--- config.mk ---
export PLATFORM = sky130hd
export DESIGN_NAME = tinysat_driver
export DESIGN_NICKNAME = d
export VERILOG_FILES = /design/src/rtl/tinysat_driver.sv
export SDC_FILE = /design/constraint.sdc
export NUM_CORES = 1
export LEC_CHECK = 0
export BUFFER_PORTS_ARGS = -buffer_cell sky130_fd_sc_hd__clkbuf_2
export CORE_ASPECT_RATIO = 1.75
export CORE_UTILIZATION = 58
export CTS_BUF_LIST = sky130_fd_sc_hd__clkbuf_4 sky130_fd_sc_hd__clkbuf_8
export CTS_CLUSTER_DIAMETER = 80
export CTS_CLUSTER_SIZE = 25
export DETAILED_ROUTE_END_ITERATION = 8
export PLACE_DENSITY = 0.8
export SKIP_LAST_GASP = 1
export SYNTH_ARGS = -nofsm -noshare
export SYNTH_HDL_FRONTEND = slang
export SYNTH_SLANG_ARGS = --single-unit
--- constraint.sdc ---
create_clock -name clk -period 2.49 [get_ports clk]
set_clock_uncertainty 0.05 [all_clocks]
set_input_delay 0.3735 -clock clk [delete_from_list [all_inputs] [get_ports clk]]
set_output_delay 0.3735 -clock clk [all_outputs]
set_load 0.05 [all_outputs]
--- src/rtl/tinysat_driver.sv ---
// tinysat_driver: host-side sequencer for the tinysat solver core.
// Takes a CNF instance as 96 literal nibbles and drives the solver pins through
// reset, bank-0 padding, clause load, counter clear and run. It then returns one
// result word per job. Every output comes straight from a register.
//
// Handshakes (lit_*, res_*): a beat transfers on a rising edge where valid and
// ready are both high. A producer holds valid and its payload stable until the
// transfer. lit_ready is high only in LOAD. res_valid is high only in RESULT.
module tinysat_driver #(
  parameter int NUM_BITS         = 6,
  parameter int LOG2_NUM_CLAUSES = 5,
  parameter int RUN_LIMIT        = 2080
) (
  input  logic                clk,
  input  logic                reset_n,
  input  logic                start,
  input  logic                lit_valid,
  output logic                lit_ready,
  input  logic [3:0]          lit_data,
  output logic                sat_reset,
  output logic                sat_run,
  output logic                sat_load,
  output logic [3:0]          sat_data,
  input  logic [7:0]          sat_out,
  output logic                res_valid,
  input  logic                res_ready,
  output logic [NUM_BITS-1:0] res_x,
  output logic                res_sat,
  output logic                res_timeout,
  output logic                busy,
  output logic [2:0]          dbg_state
);

  localparam int NUM_CLAUSES = 1 << LOG2_NUM_CLAUSES;
  localparam int NUM_NIBBLES = 3 * NUM_CLAUSES;
  localparam int BEAT_W      = $clog2(NUM_NIBBLES + 1);
  localparam int RUN_W       = 12;

  typedef enum logic [2:0] {
    ST_IDLE   = 3'd0,
    ST_SRST   = 3'd1,
    ST_PAD    = 3'd2,
    ST_LOAD   = 3'd3,
    ST_CLR    = 3'd4,
    ST_RUN    = 3'd5,
    ST_RESULT = 3'd6
  } state_e;

  state_e                      state_q, state_d;
  logic [LOG2_NUM_CLAUSES-1:0] phase_cnt_q, phase_cnt_d;
  logic [BEAT_W-1:0]           beat_cnt_q, beat_cnt_d;
  logic [RUN_W-1:0]            run_cnt_q, run_cnt_d;
  logic                        lit_ready_q, lit_ready_d;
  logic                        sat_reset_q, sat_reset_d;
  logic                        sat_run_q, sat_run_d;
  logic                        sat_load_q, sat_load_d;
  logic [3:0]                  sat_data_q, sat_data_d;
  logic                        res_valid_q, res_valid_d;
  logic [NUM_BITS-1:0]         res_x_q, res_x_d;
  logic                        res_sat_q, res_sat_d;
  logic                        res_timeout_q, res_timeout_d;
  logic                        busy_q, busy_d;
  logic                        accept;

  assign accept = lit_valid && lit_ready_q;

  // Next-state and next-output logic. Each output register takes the value that
  // belongs to the state being entered, so the outputs line up with state_q.
  always_comb begin
    state_d       = state_q;
    phase_cnt_d   = phase_cnt_q;
    beat_cnt_d    = beat_cnt_q;
    run_cnt_d     = run_cnt_q;
    lit_ready_d   = 1'b0;
    sat_reset_d   = 1'b0;
    sat_run_d     = 1'b0;
    sat_load_d    = 1'b0;
    sat_data_d    = 4'h0;
    res_valid_d   = res_valid_q;
    res_x_d       = res_x_q;
    res_sat_d     = res_sat_q;
    res_timeout_d = res_timeout_q;
    case (state_q)
      ST_IDLE: begin
        sat_reset_d = 1'b1;
        if (start) begin
          state_d     = ST_SRST;
          phase_cnt_d = '0;
        end
      end
      ST_SRST: begin
        if (phase_cnt_q[0]) begin
          state_d     = ST_PAD;
          phase_cnt_d = '0;
          sat_load_d  = 1'b1;
        end else begin
          sat_reset_d = 1'b1;
          phase_cnt_d = phase_cnt_q + 1'b1;
        end
      end
      ST_PAD: begin
        // Zero nibbles fill the solver's bank-0 slots, which the solver does not write.
        if (phase_cnt_q == '1) begin
          state_d     = ST_LOAD;
          beat_cnt_d  = '0;
          lit_ready_d = 1'b1;
        end else begin
          sat_load_d  = 1'b1;
          phase_cnt_d = phase_cnt_q + 1'b1;
        end
      end
      ST_LOAD: begin
        sat_load_d = accept;
        sat_data_d = accept ? lit_data : 4'h0;
        if (accept) beat_cnt_d = beat_cnt_q + 1'b1;
        if (beat_cnt_q == BEAT_W'(NUM_NIBBLES)) begin
          // The last nibble is on the pins this cycle. Clear the solver only after it lands.
          state_d     = ST_CLR;
          sat_reset_d = 1'b1;
        end else begin
          lit_ready_d = !(accept && beat_cnt_q == BEAT_W'(NUM_NIBBLES - 1));
        end
      end
      ST_CLR: begin
        state_d   = ST_RUN;
        run_cnt_d = '0;
        sat_run_d = 1'b1;
      end
      ST_RUN: begin
        run_cnt_d = run_cnt_q + 1'b1;
        if (sat_out[7]) begin
          // done takes priority over a limit reached in the same cycle
          state_d       = ST_RESULT;
          res_valid_d   = 1'b1;
          res_x_d       = sat_out[NUM_BITS-1:0];
          res_sat_d     = sat_out[6];
          res_timeout_d = 1'b0;
        end else if (run_cnt_q == RUN_W'(RUN_LIMIT - 1)) begin
          state_d       = ST_RESULT;
          res_valid_d   = 1'b1;
          res_x_d       = '0;
          res_sat_d     = 1'b0;
          res_timeout_d = 1'b1;
        end else begin
          sat_run_d = 1'b1;
        end
      end
      ST_RESULT: begin
        if (res_ready) begin
          state_d     = ST_IDLE;
          res_valid_d = 1'b0;
          sat_reset_d = 1'b1;
        end
      end
      default: begin
        state_d     = ST_IDLE;
        sat_reset_d = 1'b1;
        res_valid_d = 1'b0;
      end
    endcase
    busy_d = (state_d != ST_IDLE);
  end

  // State, counter and output registers. The reset values match the IDLE outputs.
  always_ff @(posedge clk or negedge reset_n) begin
    if (!reset_n) begin
      state_q       <= ST_IDLE;
      phase_cnt_q   <= '0;
      beat_cnt_q    <= '0;
      run_cnt_q     <= '0;
      lit_ready_q   <= 1'b0;
      sat_reset_q   <= 1'b1;
      sat_run_q     <= 1'b0;
      sat_load_q    <= 1'b0;
      sat_data_q    <= 4'h0;
      res_valid_q   <= 1'b0;
      res_x_q       <= '0;
      res_sat_q     <= 1'b0;
      res_timeout_q <= 1'b0;
      busy_q        <= 1'b0;
    end else begin
      state_q       <= state_d;
      phase_cnt_q   <= phase_cnt_d;
      beat_cnt_q    <= beat_cnt_d;
      run_cnt_q     <= run_cnt_d;
      lit_ready_q   <= lit_ready_d;
      sat_reset_q   <= sat_reset_d;
      sat_run_q     <= sat_run_d;
      sat_load_q    <= sat_load_d;
      sat_data_q    <= sat_data_d;
      res_valid_q   <= res_valid_d;
      res_x_q       <= res_x_d;
      res_sat_q     <= res_sat_d;
      res_timeout_q <= res_timeout_d;
      busy_q        <= busy_d;
    end
  end

  assign lit_ready   = lit_ready_q;
  assign sat_reset   = sat_reset_q;
  assign sat_run     = sat_run_q;
  assign sat_load    = sat_load_q;
  assign sat_data    = sat_data_q;
  assign res_valid   = res_valid_q;
  assign res_x       = res_x_q;
  assign res_sat     = res_sat_q;
  assign res_timeout = res_timeout_q;
  assign busy        = busy_q;
  assign dbg_state   = state_q;

endmodule
==> results.toml <==
[global_routing]
grt_max_degree = 24
antenna_found_initial = 0
grt_pass1_wl_mm = 8.07
globalRouteTotalUtil_pct = 25.3
grt_pass1_vias = 1786
grt_overflow_total = 0

[synth]
synth_nets = 252
synthTopCellsByArea = "dfrtp_1, a22o_1, nand2_1"
synth_top_family_by_area = "simple AND/OR/NAND/NOR gates"
synth_mux_area_share_pct = 3.07
synth_fa_ha_area_share_pct = 3.23
synthFlopType = "dfrtp_1"
ys_seq_area_share_pct = 48.5
synth-compound-area-share_pct = 15.0
synth.most_common_cell = "dfrtp_1"
ys_warn_count = 0
synthSimpleGateAreaFrac_pct = 22.9
synth-seq-cells = 45
synth_edf_count = 0
syn_avg_cell_area_um2 = 10.1
synth_xor_area_share_pct = 2.64
async_flop_share_pct = 100
ys_top_cells_by_count = "dfrtp_1, nand2_1, nor2_1"
synth.distinct_cells = 50
synth_area_um2 = 2320
synthCells = 229
yosys.area.top_type_share_pct = 47.4
yosys.area.top_type = "dfrtp_1"

[sta]
hold_viol_final = 0
layout_min_cycle_time_ns = 2.12
slew_viol_final = 0
tns_ns = 0
maxSlewHeadroom_pct = 60.0
fmax_mhz = 472
rsz0062_at_grt = "false"
tightest_slew_ns = 0.600
setup_violations = 0
fin_crit_sh_pct = 85.0
timing.final.ws_setup_ns = 0.373

[power_and_ir_drop]
vdd.ir_drop.worst_uv = 738
pwr_density_cell_nw_per_um2 = 943
leakage_nw = 1.35

[critical_path]
arrival_ns = 2.27
crit_required_ns = 2.64
r2r_setup_slack_ns = 0.37
cp_max_fo = 9
path_class = "reg -> reg"
rr_worst_depth = 7
cp-end-kind = "register"
startpoint_type = "register"

[routing]
firstDrtPassIters = 4
drt_iter0_drc = 42
wl_mm = 4.84
viasPerCell = 5.89
via_count = 1845
post_drt_wl_per_cell_um = 15.5
drc = 0
ant_nets = 0

[cts]
cts_buffers = 5
cts_tree = "yes"
clk_pin_slew_ns = 0.08
cts_buffer_depth = 2
cts_sinks = 45
cts_setup_buffers = 0
cts_htree_levels = 2
ctsHoldBuffers = 0
insertion_delay_ns = 0.31
cts_resized = 0
root_buffer = "clkbuf_8"

[cells_and_area]
nNetsFinal = 287
num_antenna_cells = 0
fillers = 323
multi_input_area_um2 = 1090
ff_latch_area_um2 = 1130
drive_gt1_share_pct = 22.6
areaGrowthSynthToFinish_pct = 14.3

[run]
max_cap_violations = 0

[run_status]
status = "completed"

[floorplanning]
io_pins = 38
placementRows = 30
core_um2 = 3870
die_w_um = 49.8
start_util_pct = 60.1
die_h_um = 85.7
dieArea_um2 = 4270

[placed_design]
place_ws_ns = 0.401
port-buffer-count = 37
hpwl_mm = 3.62
gp_congestion = 0.884

[min_path]
min_path_type = "in -> async"
## stage by stage
stage | hold slack [ns] | utilization [%] | instances | area [um2] | power [mW]
after floorplan | 0.0279 | - | 229 | 2320 | 1.71
after detailed placement | 0.354 | 65.7 | 305 | 2540 | 1.96
after global routing | 0.0515 | 68.7 | 313 | 2660 | 2.64
after global placement | 0.354 | 65.7 | 305 | 2540 | 1.93
final | 0.00762 | 68.7 | 313 | 2660 | 2.50
after CTS | 0.0184 | 68.7 | 313 | 2660 | 2.52
## kinds of logic after synthesis
| kind of cell | count (synthesis) |
|---|---|
| AOI/OAI and AO/OA | 52 |
| adders and majority gates | 6 |
| DFF | 45 |
| and+or+nand+nor | 90 |
| muxes | 7 |
| xor gates and xnor gates | 7 |
| buffers and inverters | 22 |
## critical path, cell delays in order, from the launching register on
cell and delay [ns]:
dfrtp_1 0.47, ha_1 0.26, and3_1 0.19, ha_1 0.25
o21ai_1 0.22, nand3_2 0.16, o21bai_1 0.19, a22o_1 0.22
## per-layer routing
metal,vias up,GRT usage (%),wire length (um)
met3,10,5.32,161
met1,909,27.9,1870
met2,34,45.0,2690
met5,-,0,0
li1,892,-,-
met4,0,12.5,122
## where the power goes
group	switching [mW]	total, mW	internal (mW)
Clock	0.263	0.563	0.300
Sequential	0.174	1.06	0.885
Combinational	0.593	0.882	0.288
Total	1.03	2.50	1.47
## layout make-up
type                    count  share of cell area [%]
clock inverters             3                    1.74
well taps                  48                    2.26
multi-input cells         162                    41.0
repair buffers             42                    8.86
flip-flops and latches     45                    42.4
clock buffers               5                    2.59
inverters                   8                    1.13
## cells in the final DEF, fill, tap and decap left out, drive strengths merged, types with 3 or more instances in the layout
cell type and n:
dfrtp 44, clkbuf 42, nand2 22, nor2 18
o21ai 16, and3 10, a22o 10, a21oi 9
nand3 9, inv 8, nor3 7, mux2i 6
ha 6, xor2 5, buf 5, nand2b 3
nor2b 3, o31ai 3, nand4 3, nor4b 3
## worst paths after layout
path / start / to
setup reg to reg: phase_cnt_q[0] / phase_cnt_q[2]
setup / recovery: phase_cnt_q[0] / phase_cnt_q[2]
max in group asynchronous: reset_n / beat_cnt_q[3]
hold / removal: reset_n / run_cnt_q[7]
hold reg to reg: run_cnt_q[11] / run_cnt_q[11]
min in group clk: sat_out[3] / res_x[3]
## sequential cells by signal, summed over array words and instances (netlist names)
name	count
lit_ready	1
phase_cnt_q	5
sat_reset	1
res_valid	1
res_x	6
sat_run	1
res_sat	1
beat_cnt_q	7
res_timeout	1
run_cnt_q	12
sat_data	4
dbg_state	3
busy	1
sat_load	1
Note: power is estimated with default switching activity, not from simulation.
